File: src/rtl/instr_fetch.sv
// Instruction fetch unit: fetches 64-byte lines over Sysbus into a one-line buffer and
// streams 32-bit instructions with their PC to the decoder; redirects restart the stream.
module instr_fetch #(
  parameter int BUS_DATA_WIDTH = 64,
  parameter int BUS_TAG_WIDTH  = 13,
  parameter int LINE_BEATS     = 8
) (
  input  logic                      clk,
  input  logic                      reset,
  input  logic [63:0]               entry,
  output logic                      bus_reqcyc,
  output logic [BUS_DATA_WIDTH-1:0] bus_req,
  output logic [BUS_TAG_WIDTH-1:0]  bus_reqtag,
  input  logic                      bus_reqack,
  input  logic                      bus_respcyc,
  input  logic [BUS_DATA_WIDTH-1:0] bus_resp,
  input  logic [BUS_TAG_WIDTH-1:0]  bus_resptag,
  output logic                      bus_respack,
  input  logic                      redirect_valid,
  input  logic [63:0]               redirect_pc,
  output logic                      instr_valid,
  output logic [31:0]               instr,
  output logic [63:0]               instr_pc,
  input  logic                      instr_ready,
  output logic [2:0]                fsm_state
);

  localparam logic [2:0] S_IDLE    = 3'd0;
  localparam logic [2:0] S_REQ     = 3'd1;
  localparam logic [2:0] S_FILL    = 3'd2;
  localparam logic [2:0] S_DELIVER = 3'd3;
  localparam logic [2:0] S_DISCARD = 3'd4;

  // Sysbus read command to the memory device: {READ, MEMORY, 8'b0}.
  localparam logic [BUS_TAG_WIDTH-1:0] READ_TAG = BUS_TAG_WIDTH'(13'h1100);
  localparam logic [2:0] LAST_BEAT = 3'(LINE_BEATS - 1);

  logic [2:0]  state;
  logic [63:0] pc;
  logic [63:0] req_addr;
  logic [2:0]  beat;
  logic        pending;
  logic [31:0] line_buf [2*LINE_BEATS];

  logic [63:0] redir_pc;
  logic [63:0] pc_next;
  logic        last_beat;
  logic        unused_bits;

  assign redir_pc    = {redirect_pc[63:2], 2'b00};
  assign pc_next     = pc + 64'd4;
  assign last_beat   = bus_respcyc && (beat == LAST_BEAT);
  assign unused_bits = ^{bus_resptag, entry[1:0], redirect_pc[1:0]};

  // Handshakes: a transfer happens on an edge where valid and ready (cyc/ack) are both high;
  // a producer holds its payload stable from raising valid until that edge.
  always_ff @(posedge clk or negedge reset) begin
    if (!reset) begin
      state    <= S_IDLE;
      pc       <= 64'd0;
      req_addr <= 64'd0;
      beat     <= 3'd0;
      pending  <= 1'b0;
      for (int i = 0; i < 2*LINE_BEATS; i++) line_buf[i] <= 32'd0;
    end else begin
      case (state)
        S_IDLE: begin
          pc       <= {entry[63:2], 2'b00};
          req_addr <= {entry[63:6], 6'b0};
          state    <= S_REQ;
        end
        S_REQ: begin
          // req_addr stays put: a redirect only changes where the next request goes.
          if (redirect_valid) begin
            pc      <= redir_pc;
            pending <= 1'b1;
          end
          if (bus_reqack) begin
            beat    <= 3'd0;
            pending <= 1'b0;
            state   <= (pending || redirect_valid) ? S_DISCARD : S_FILL;
          end
        end
        S_FILL: begin
          if (bus_respcyc) begin
            beat                    <= beat + 3'd1;
            line_buf[{beat, 1'b0}]  <= bus_resp[31:0];
            line_buf[{beat, 1'b1}]  <= bus_resp[63:32];
          end
          if (redirect_valid) begin
            pc <= redir_pc;
            if (last_beat) begin
              req_addr <= {redir_pc[63:6], 6'b0};
              state    <= S_REQ;
            end else begin
              state <= S_DISCARD;
            end
          end else if (last_beat) begin
            state <= S_DELIVER;
          end
        end
        S_DISCARD: begin
          if (bus_respcyc) beat <= beat + 3'd1;
          if (redirect_valid) pc <= redir_pc;
          if (last_beat) begin
            req_addr <= redirect_valid ? {redir_pc[63:6], 6'b0} : {pc[63:6], 6'b0};
            state    <= S_REQ;
          end
        end
        S_DELIVER: begin
          if (redirect_valid) begin
            pc       <= redir_pc;
            req_addr <= {redir_pc[63:6], 6'b0};
            state    <= S_REQ;
          end else if (instr_ready) begin
            pc <= pc_next;
            if (pc[5:2] == 4'hf) begin
              req_addr <= {pc_next[63:6], 6'b0};
              state    <= S_REQ;
            end
          end
        end
        default: state <= S_IDLE;
      endcase
    end
  end

  assign fsm_state   = state;
  assign bus_reqcyc  = (state == S_REQ);
  assign bus_req     = req_addr;
  assign bus_reqtag  = bus_reqcyc ? READ_TAG : '0;
  assign bus_respack = ((state == S_FILL) || (state == S_DISCARD)) && bus_respcyc;
  assign instr_valid = (state == S_DELIVER);
  assign instr       = instr_valid ? line_buf[pc[5:2]] : 32'd0;
  assign instr_pc    = instr_valid ? pc : 64'd0;

endmodule

File: config.mk
export PLATFORM = sky130hd
export DESIGN_NAME = instr_fetch
export DESIGN_NICKNAME = d
export VERILOG_FILES = /design/src/rtl/instr_fetch.sv
export SDC_FILE = /design/constraint.sdc
export NUM_CORES = 1
export LEC_CHECK = 0
export BUFFER_PORTS_ARGS = -buffer_cell sky130_fd_sc_hd__buf_2
export CORE_UTILIZATION = 30
export CTS_CLUSTER_SIZE = 25
export DETAILED_ROUTE_END_ITERATION = 10
export HOLD_SLACK_MARGIN = 0.02
export PLACE_DENSITY_LB_ADDON = 0.1
export SYNTH_ARGS = -nofsm -noshare
export SYNTH_HDL_FRONTEND = slang
export SYNTH_SLANG_ARGS = --single-unit
File: constraint.sdc
create_clock -name clk -period 4 [get_ports clk]
set_clock_uncertainty 0.2 [all_clocks]
set_input_delay 0 -clock clk [delete_from_list [all_inputs] [get_ports clk]]
set_output_delay 0 -clock clk [all_outputs]
set_load 0.02 [all_outputs]
==> results.cfg, run 1 <==
[outcome]
outcome = complete, no violations

[cts]
cts_buffers = 80
cts_tree = done
clock-sinks = 639
cts_buffer_depth = 3
cts_setup_buffers = 0
cts_root_buf = clkbuf_16
h-tree-depth = 3
path_clk_slew_ps = 60
clkLatencyLatePin_ps = 670

[yosys]
ys_dominant_reg_cell = dfrtp_1
postSynth.asyncResetShare = 1.00
syn_area_um2 = 32800
synth_seq_area_share = 0.487
ys_ff_latch = 639
synth-warning-count = 0
syn_avg_cell_area_um2 = 12.7
synth_cell_type_count = 79
synthCells = 2580
synth_edf_count = 0

[worst_setup_path]
crit_start = pc[2]
rr_startpoint = pc[2]
rrSetupSlack_ps = 140
crit_path_end_kind = register
reg2reg_depth = 9
reg2reg_to = pc[32]
crit_arrival_ps = 4240
crit_fanout = 9
cp.required_ps = 4380
worstSetupStartpointType = register
critPathKind = reg -> reg
endpoint = pc[32]

[global_route]
grt_antenna_before_repair = 9
grt_pass1_wl_um = 181000
grt_max_degree = 132
track_usage = 0.215
grt-ovfl-total = 0
grt_pass1_vias = 27600

[route]
first_iter_violations = 1962
drtAntennaViolNets = 0
drc = 0
avgRoutedWirePerCell_um = 25.4
routed_wirelength_um = 120000
route.met2.wl_um = 57800
met3_length_um = 7370
highest_layer = met5
avgViaCountPerCell = 5.49
firstDrtPassIters = 6
vias = 25800
wl_met1_um = 50300

[timing]
period_share = 0.964
finalHoldViolations = 0
worstMarginPinSlew_ps = 1170
finalSetupViolCount = 0
holdWs_ps = 42.6
period_minus_slack_ps = 3860
maxSlewViolCount = 0
fin_tns_setup_ps = 0
fmax_ghz = 0.259
rsz0062_at_grt = no
max_slew_margin = 0.219

[worst_hold_path]
hp-start = entry[30]
hp-class = in -> reg

[place]
numPortBuffers = 353
gp_congestion = 0.931
dp_hpwl_um = 75300

[layout]
syn_to_final_growth_pct = 30.1
drive_gt1_frac = 0.393
fillers = 10300
num-nets-final = 3443

[die]
die_w_um = 333
fp.dieArea_um2 = 111000
start_util = 0.304
rows = 120
ios = 390
die_y_um = 333
coreArea_um2 = 108000

[power_and_ir_drop]
p_leak_uw = 0.0195
powerDensity_nw_per_um2 = 685
ir_drop_uv = 442
power_uw = 29300

[flow_run]
drv_cap = 0
## registers in the layout, summed over array words and instances (netlist names)
| signal | flops |
|---|---|
| line_buf | 512 |
| beat | 3 |
| bus_req | 58 |
| pc | 62 |
| fsm_state | 3 |
| pending | 1 |
## how the worst min path moves through the flow
stage,to,depth (start not counted),slack [ps]
CTS,pc[33],4,20
global placement,bus_req[23],1,-60
floorplan,beat[0],0,-500
global route,line_buf[275],3,50
detailed placement,bus_req[43],1,-50
finish,bus_req[30],4,40
## per-stage QoR
stage	utilization	instance area (um^2)	instances	setup slack, ps
5_1_grt	0.396	42700	4695	2.35
3_5_place_dp	0.337	36400	4193	651
2_1_floorplan	-	32900	2598	1140
6_report	0.396	42700	4702	145
3_3_place_gp	0.337	36400	4193	629
4_1_cts	0.396	42700	4693	99.1
## cell usage after synthesis, drive strengths merged (8+ instances only)
cell type	instances	area, um^2
a21oi	74	370
a221o	10	100
a221oi	62	543
a222oi	15	150
a22oi	15	113
a2bb2oi	16	140
a31oi	39	244
and2	93	586
and3	9	56.3
and4	10	88.8
buf	67	387
clkbuf	185	696
dfrtp	639	16000
inv	11	41.3
mux2	520	5860
mux2i	21	210
mux4	160	3600
nand2	93	349
nand2b	11	68.8
nand3	33	165
nand4	46	318
nor2	122	458
nor3	26	130
nor4	21	153
o211ai	21	158
o21ai	76	380
o221ai	8	70.1
o22ai	18	113
o31ai	19	143
or3	28	179
xnor2	25	219
xor2	18	158
## report_power, final
group	switching, uW	internal (uW)	leakage [uW]
combinational	6740	5550	0.00958
clock	2940	4590	0.00135
sequential	1460	7980	0.00854
total	11100	18100	0.0195
## timing repair
action | 4_1_cts | 5_1_grt
hold endpoints to repair | 1226 | 0
endpoints found under the setup margin | 0 | 9
hold buffers | 357 | 0
resized for setup | 0 | 3
## critical path, cell delays in order (launching register included)
cell	delay, ps
dfrtp_4	500
ha_1	230
and3_1	560
nand3_1	370
nor4_1	540
buf_4	200
xor2_1	310
mux2i_1	140
o22ai_1	180
dlygate4sd3_1	560
## per-layer routing
metal / up-vias / track usage
met5: - / 0
met4: 10 / 0.0779
met3: 228 / 0.0409
met2: 933 / 0.358
met1: 13600 / 0.278
li1: 11100 / -
## area by class of cell
class,instances,area [um^2],area share
sequential,639,16000,0.375
multi-input combinational,1695,15900,0.372
timing repair buffer,801,6270,0.147
clock buffer,112,2290,0.0537
tap,1403,1760,0.0411
clock inverter,31,438,0.0103
inverter,12,48.8,0.00114
antenna,9,22.5,0.000527
## layout by cell type (no fill, tap or decap), drive strengths merged, types with 6 or more instances in the layout
master / instances
dfrtp: 639
mux2: 520
buf: 445
dlygate4sd3: 356
mux4: 160
nor2: 122
clkbuf: 112
nand2: 93
and2: 93
o21ai: 76
a21oi: 74
a221oi: 62
nand4: 46
a31oi: 39
nand3: 33
or3: 28
nor3: 26
xnor2: 25
mux2i: 21
o211ai: 21
nor4: 21
o31ai: 19
conb: 19
clkinv: 19
xor2: 18
o22ai: 18
a2bb2oi: 16
a22oi: 15
a222oi: 15
inv: 14
nand2b: 11
a221o: 10
and4: 10
diode: 9
and3: 9
bufinv: 9
o221ai: 8
a211oi: 7
a22o: 6
a21o: 6
## logic make-up (layout without fill, tap and decap cells)
kind of cell               after synthesis  count (layout)  synth area share
AOI/OAI and AO/OA                      418             418            0.0887
xor gates and xnor gates                43              43            0.0115
adders and majority gates                3               3           0.00114
buffers and inverters                  264             956            0.0343
DFF                                    639             639             0.487
muxes                                  701             701             0.295
other                                    1              28          0.000114
and+or+nand+nor                        511             511            0.0824
No activity file was read; power rests on OpenSTA's default activity.
==> inputs of run 2 (changes only) <==
- HOLD_SLACK_MARGIN: 0.02 -> unset
- clock period: 4 -> 3.8 ns (I/O delays scaled with it)
==> run 2 against run 1 <==
Routed wire length shrank 0.70%. Setup slack worse by 27 ps. Sequential power rose by 5.6%. Clock power increased by 3%. Combinational power about the same. Via count down 1.6%. Largest cell class unchanged.
==> results.cfg, run 2 (same netlist as run 1, synthesis figures left out) <==
[outcome]
outcome = complete, no violations

[timing]
finalSetupViolCount = 0
fmax_ghz = 0.272
rsz0062_at_grt = no
fin_tns_setup_ps = 0
finalHoldViolations = 0
maxSlewViolCount = 0
max_slew_margin = 0.298
period_minus_slack_ps = 3680
worstMarginPinSlew_ps = 1030
period_share = 0.969

[worst_setup_path]
critPathKind = reg -> reg
crit_arrival_ps = 4060
cp.required_ps = 4180
crit_fanout = 11
worstSetupStartpointType = register
crit_path_end_kind = register

[power_and_ir_drop]
p_leak_uw = 0.0192
p_int_uw = 18600
combPwrFrac = 0.416
power_uw = 30300
netSwitchingFraction = 0.384
p_seq_frac = 0.329
ir_drop_uv = 615
clockPowerShare = 0.255
powerDensity_nw_per_um2 = 720
switchingPower_uw = 11600

[global_route]
grt-ovfl-total = 0
grt_antenna_before_repair = 10
grt_pass1_wl_um = 180000
grt_pass1_vias = 27300
grt_max_degree = 132
track_usage = 0.214

[place]
gp_congestion = 0.932
dp_hpwl_um = 76200
numPortBuffers = 353

[cts]
clock-sinks = 639
cts_buffers = 79
h-tree-depth = 3
clkLatencyLatePin_ps = 660
cts_tree = done
cts_root_buf = clkbuf_16
cts_buffer_depth = 3
path_clk_slew_ps = 60

[route]
avgRoutedWirePerCell_um = 25.6
drc = 0
vias = 25400
routed_wirelength_um = 119000
avgViaCountPerCell = 5.48
firstDrtPassIters = 6
first_iter_violations = 1961
drtAntennaViolNets = 0

[layout]
seq_area_um2 = 16000
multiInputGateArea_um2 = 15900
top_register = line_buf
drive_gt1_frac = 0.406
final_core_util = 0.390
fillers = 10400
mostFrequentLayoutCell = dfrtp_1
largest_reg_flops = 512
num-nets-final = 3379
final_cell_mix = 634 x dfrtp_1, 520 x mux2_2, 352 x buf_2
syn_to_final_growth_pct = 28.1

[die]
ios = 390
start_util = 0.304
die_y_um = 333
coreArea_um2 = 108000
die_w_um = 333
rows = 120
fp.dieArea_um2 = 111000

[flow_run]
drv_cap = 0

[worst_hold_path]
hp-class = in -> reg
## run 2: changes by cell type in the layout (fill, tap and decap cells not counted), sizes merged, moves of 3 or more
cell         delta
bufinv          -4
clkbuf          +9
inv             -3
buf            +16
clkinv          -3
dlygate4sd3    -79
## run 2: path summary, 6_finish.rpt
check	from	to	slack (ps)	cells past startpoint
min reg2reg	bus_req[43]	bus_req[43]	300	2
min in group asynchronous	reset	bus_req[43]	540	4
max	pc[31]	pc[50]	120	7
max in group asynchronous	reset	line_buf[377]	2240	4
max reg2reg	pc[31]	pc[50]	120	7
min	redirect_pc[33]	pc[33]	40	4
## run 2: metrics by stage
| step | hold WS (ps) | instance area, um^2 | instances | setup WS [ps] |
|---|---|---|---|---|
| 2_1_floorplan | -496 | 32900 | 2598 | 939 |
| 3_3_place_gp | -54.4 | 36500 | 4203 | 428 |
| 3_5_place_dp | -35.5 | 36500 | 4203 | 459 |
| 4_1_cts | 0.0707 | 42000 | 4622 | 34.7 |
| 5_1_grt | 47.9 | 42000 | 4630 | 7.15 |
| 6_report | 40.0 | 42100 | 4636 | 118 |
## run 2: power groups by stage
stage | Clock [uW] | Combinational, uW | Sequential, uW
final | 7730 | 12600 | 9970
after floorplan | 0 | 7420 | 9540
after global placement | 0 | 11200 | 9950
after detailed placement | 0 | 11300 | 10100
after global routing | 8250 | 13500 | 10200
after CTS | 7970 | 12500 | 9940
## run 2: cell type report
| class | instances | share of cell area |
|---|---|---|
| well taps | 1403 | 0.0417 |
| repair buffers | 738 | 0.134 |
| clock buffers | 121 | 0.0563 |
| multi-input cells | 1695 | 0.378 |
| diodes | 8 | 0.000476 |
| inverters | 12 | 0.00116 |
| clock inverters | 20 | 0.00777 |
| flip-flops and latches | 639 | 0.381 |
## run 2: per-layer routing
metal  GRT usage  wire length [um]
met1       0.281             50800
met2       0.354             57400
met3      0.0388              7230
met4      0.0695              3240
met5           0                51
## run 2: critical path, stage by stage (launching register included)
cell and delay, ps:
dfrtp_1 570, nand4_1 310, or3_1 540, or4_1 550, or4_1 430, a21oi_1 280, o32a_1 210, dlygate4sd3_1 540
## run 2: repair_timing
item,4_1_cts,5_1_grt
hold endpoints to repair,1050,0
setup buffers,0,6
gates resized for setup,0,6
hold buffers,278,0
endpoints found under the setup margin,0,19
==> inputs of run 3 (changes only) <==
--- a/constraint.sdc
+++ b/constraint.sdc
@@ -4,2 +4,2 @@
 set_output_delay 0 -clock clk [all_outputs]
-set_load 0.02 [all_outputs]
+set_load 0.1 [all_outputs]
==> run 3 against run 2 <==
Routed wire length is 0.41% lower. First-iteration DRC count is 13% lower. Critical path depth is 1 higher. Sequential power hardly changed. Setup slack worse by 20 ps. Largest power group unchanged.
==> results.cfg, run 3 (same netlist as run 1, synthesis figures left out) <==
[die]
start_util = 0.304
ios = 390
coreArea_um2 = 108000
fp.dieArea_um2 = 111000
die_y_um = 333
rows = 120
die_w_um = 333

[worst_setup_path]
cp_cell_sequence = and4_1 -> nand4_1 -> or4_1 -> nor4_1 -> buf_4 -> xnor2_1 -> o311ai_1 -> dlygate4sd3_1
crit_path_end_kind = register
cpLargestDelayFamily = simple AND/OR/NAND/NOR gates
cp.required_ps = 4180
crit_fanout = 8
crit_arrival_ps = 4080
critPathKind = reg -> reg
reg2reg_to = bus_req[61]
rrSetupSlack_ps = 100
cp_slowest_cell = or4_1
rr_startpoint = pc[14]
reg2reg_depth = 8
path_buf_inv = 2
worstSetupStartpointType = register
slowest_delay_ps = 690

[cts]
h-tree-depth = 3
clkLatencyLatePin_ps = 650
path_clk_slew_ps = 60
cts_tree = done
clock-sinks = 639
cts_buffer_depth = 3
cts_buffers = 79
cts_root_buf = clkbuf_16

[global_route]
grt_pass1_vias = 27200
grt_antenna_before_repair = 6
grt_max_degree = 126
grt-ovfl-total = 0
track_usage = 0.212
grt_pass1_wl_um = 179000

[route]
drc = 0
routed_wirelength_um = 118000
vias = 25400
drtAntennaViolNets = 0
firstDrtPassIters = 8
first_iter_violations = 1701
avgViaCountPerCell = 5.47
avgRoutedWirePerCell_um = 25.4

[place]
dp_hpwl_um = 75900
gp_congestion = 0.961
dpl.cell_count = 4201
place_area_um2 = 37900
preCtsSetupSlack_ps = 632
numPortBuffers = 353

[timing]
fmax_ghz = 0.270
finalSetupViolCount = 0
holdWs_ps = 33.7
max_slew_margin = 0.334
maxSlewViolCount = 0
worstMarginPinSlew_ps = 1000
setup_slack_ps = 97.7
finalHoldViolations = 0
rsz0062_at_grt = yes
period_minus_slack_ps = 3700
period_share = 0.974

[layout]
mostFrequentLayoutCell = dfrtp_1
multiInputGateArea_um2 = 15900
drive_gt1_frac = 0.405
num-nets-final = 3389
fillers = 10200
final_cell_mix = 634 x dfrtp_1, 520 x mux2_2, 295 x dlygate4sd3_1
final_cells = 4648
largest_reg_flops = 512
top_register = line_buf
seq_area_um2 = 16000
syn_to_final_growth_pct = 33.0
final_area_um2 = 43600

[flow_run]
drv_cap = 0

[power_and_ir_drop]
ir_drop_uv = 476
p_leak_uw = 0.0195
powerDensity_nw_per_um2 = 767

[worst_hold_path]
hp-start = entry[26]
whs_path_depth = 4
hp-class = in -> reg
min_to = pc[26]

[outcome]
outcome = complete, no violations
==> run 3: cell types whose count changed in the layout (fill, tap and decap cells not counted), sizes merged <==
cell         delta
clkbuf          -7
buf             -8
inv             +1
bufinv          +3
clkinv          +2
clkinvlp        +3
dlygate4sd3    +18
==> run 3: what timing repair did <==
action	4_1_cts	5_1_grt
hold buffers	296	0
setup endpoints to repair	6	39
endpoints found under the hold margin	1278	0
gates resized for setup	1	12
gates cloned	0	0
buffers inserted	0	0
==> run 3: worst register-to-register path, stage by stage, from the launching register on <==
cell	delay (ps)
dfrtp_1	500
and4_1	310
nand4_1	380
or4_1	690
nor4_1	420
buf_4	200
xnor2_1	90
o311ai_1	270
dlygate4sd3_1	590
==> run 3: worst max-delay path by stage <==
stage / startpoint / end / slack [ps] / cells past startpoint
final: pc[14] / bus_req[61] / 100 / 8
after global routing: pc[2] / instr[10] / -30 / 5
after CTS: fsm_state[2] / pc[51] / 30 / 9
after detailed placement: pc[2] / bus_req[48] / 630 / 7
after global placement: pc[6] / bus_req[61] / 650 / 7
after floorplan: fsm_state[0] / beat[0] / 20 / 5
==> run 3: through the flow <==
step,util,power [uW],TNS [ps]
4_1_cts,0.404,33600,0
3_3_place_gp,0.351,23900,0
2_1_floorplan,-,19600,0
6_report,0.405,33400,0
3_5_place_dp,0.351,24100,0
5_1_grt,0.405,35000,-27.8
==> run 3: power by group <==
group,switching [uW],total (uW),internal (uW)
sequential,1640,10000,8400
clock,3120,7930,4810
combinational,9600,15500,5870
==> run 3: area by class of cell <==
cell class / count / area share
diodes: 8 / 0.000459
clock buffers: 114 / 0.0532
clock inverters: 29 / 0.00966
inverters: 12 / 0.00112
multi-input cells: 1695 / 0.364
flip-flops and latches: 639 / 0.367
well taps: 1403 / 0.0402
repair buffers: 748 / 0.164
==> run 3: layer usage <==
layer  track usage  vias up  wire (um)
met4        0.0678        6       3270
met5             0        -         36
met3        0.0325      194       6530
met1         0.280    13400      50800
met2         0.355      900      57600
li1              -    11000          -
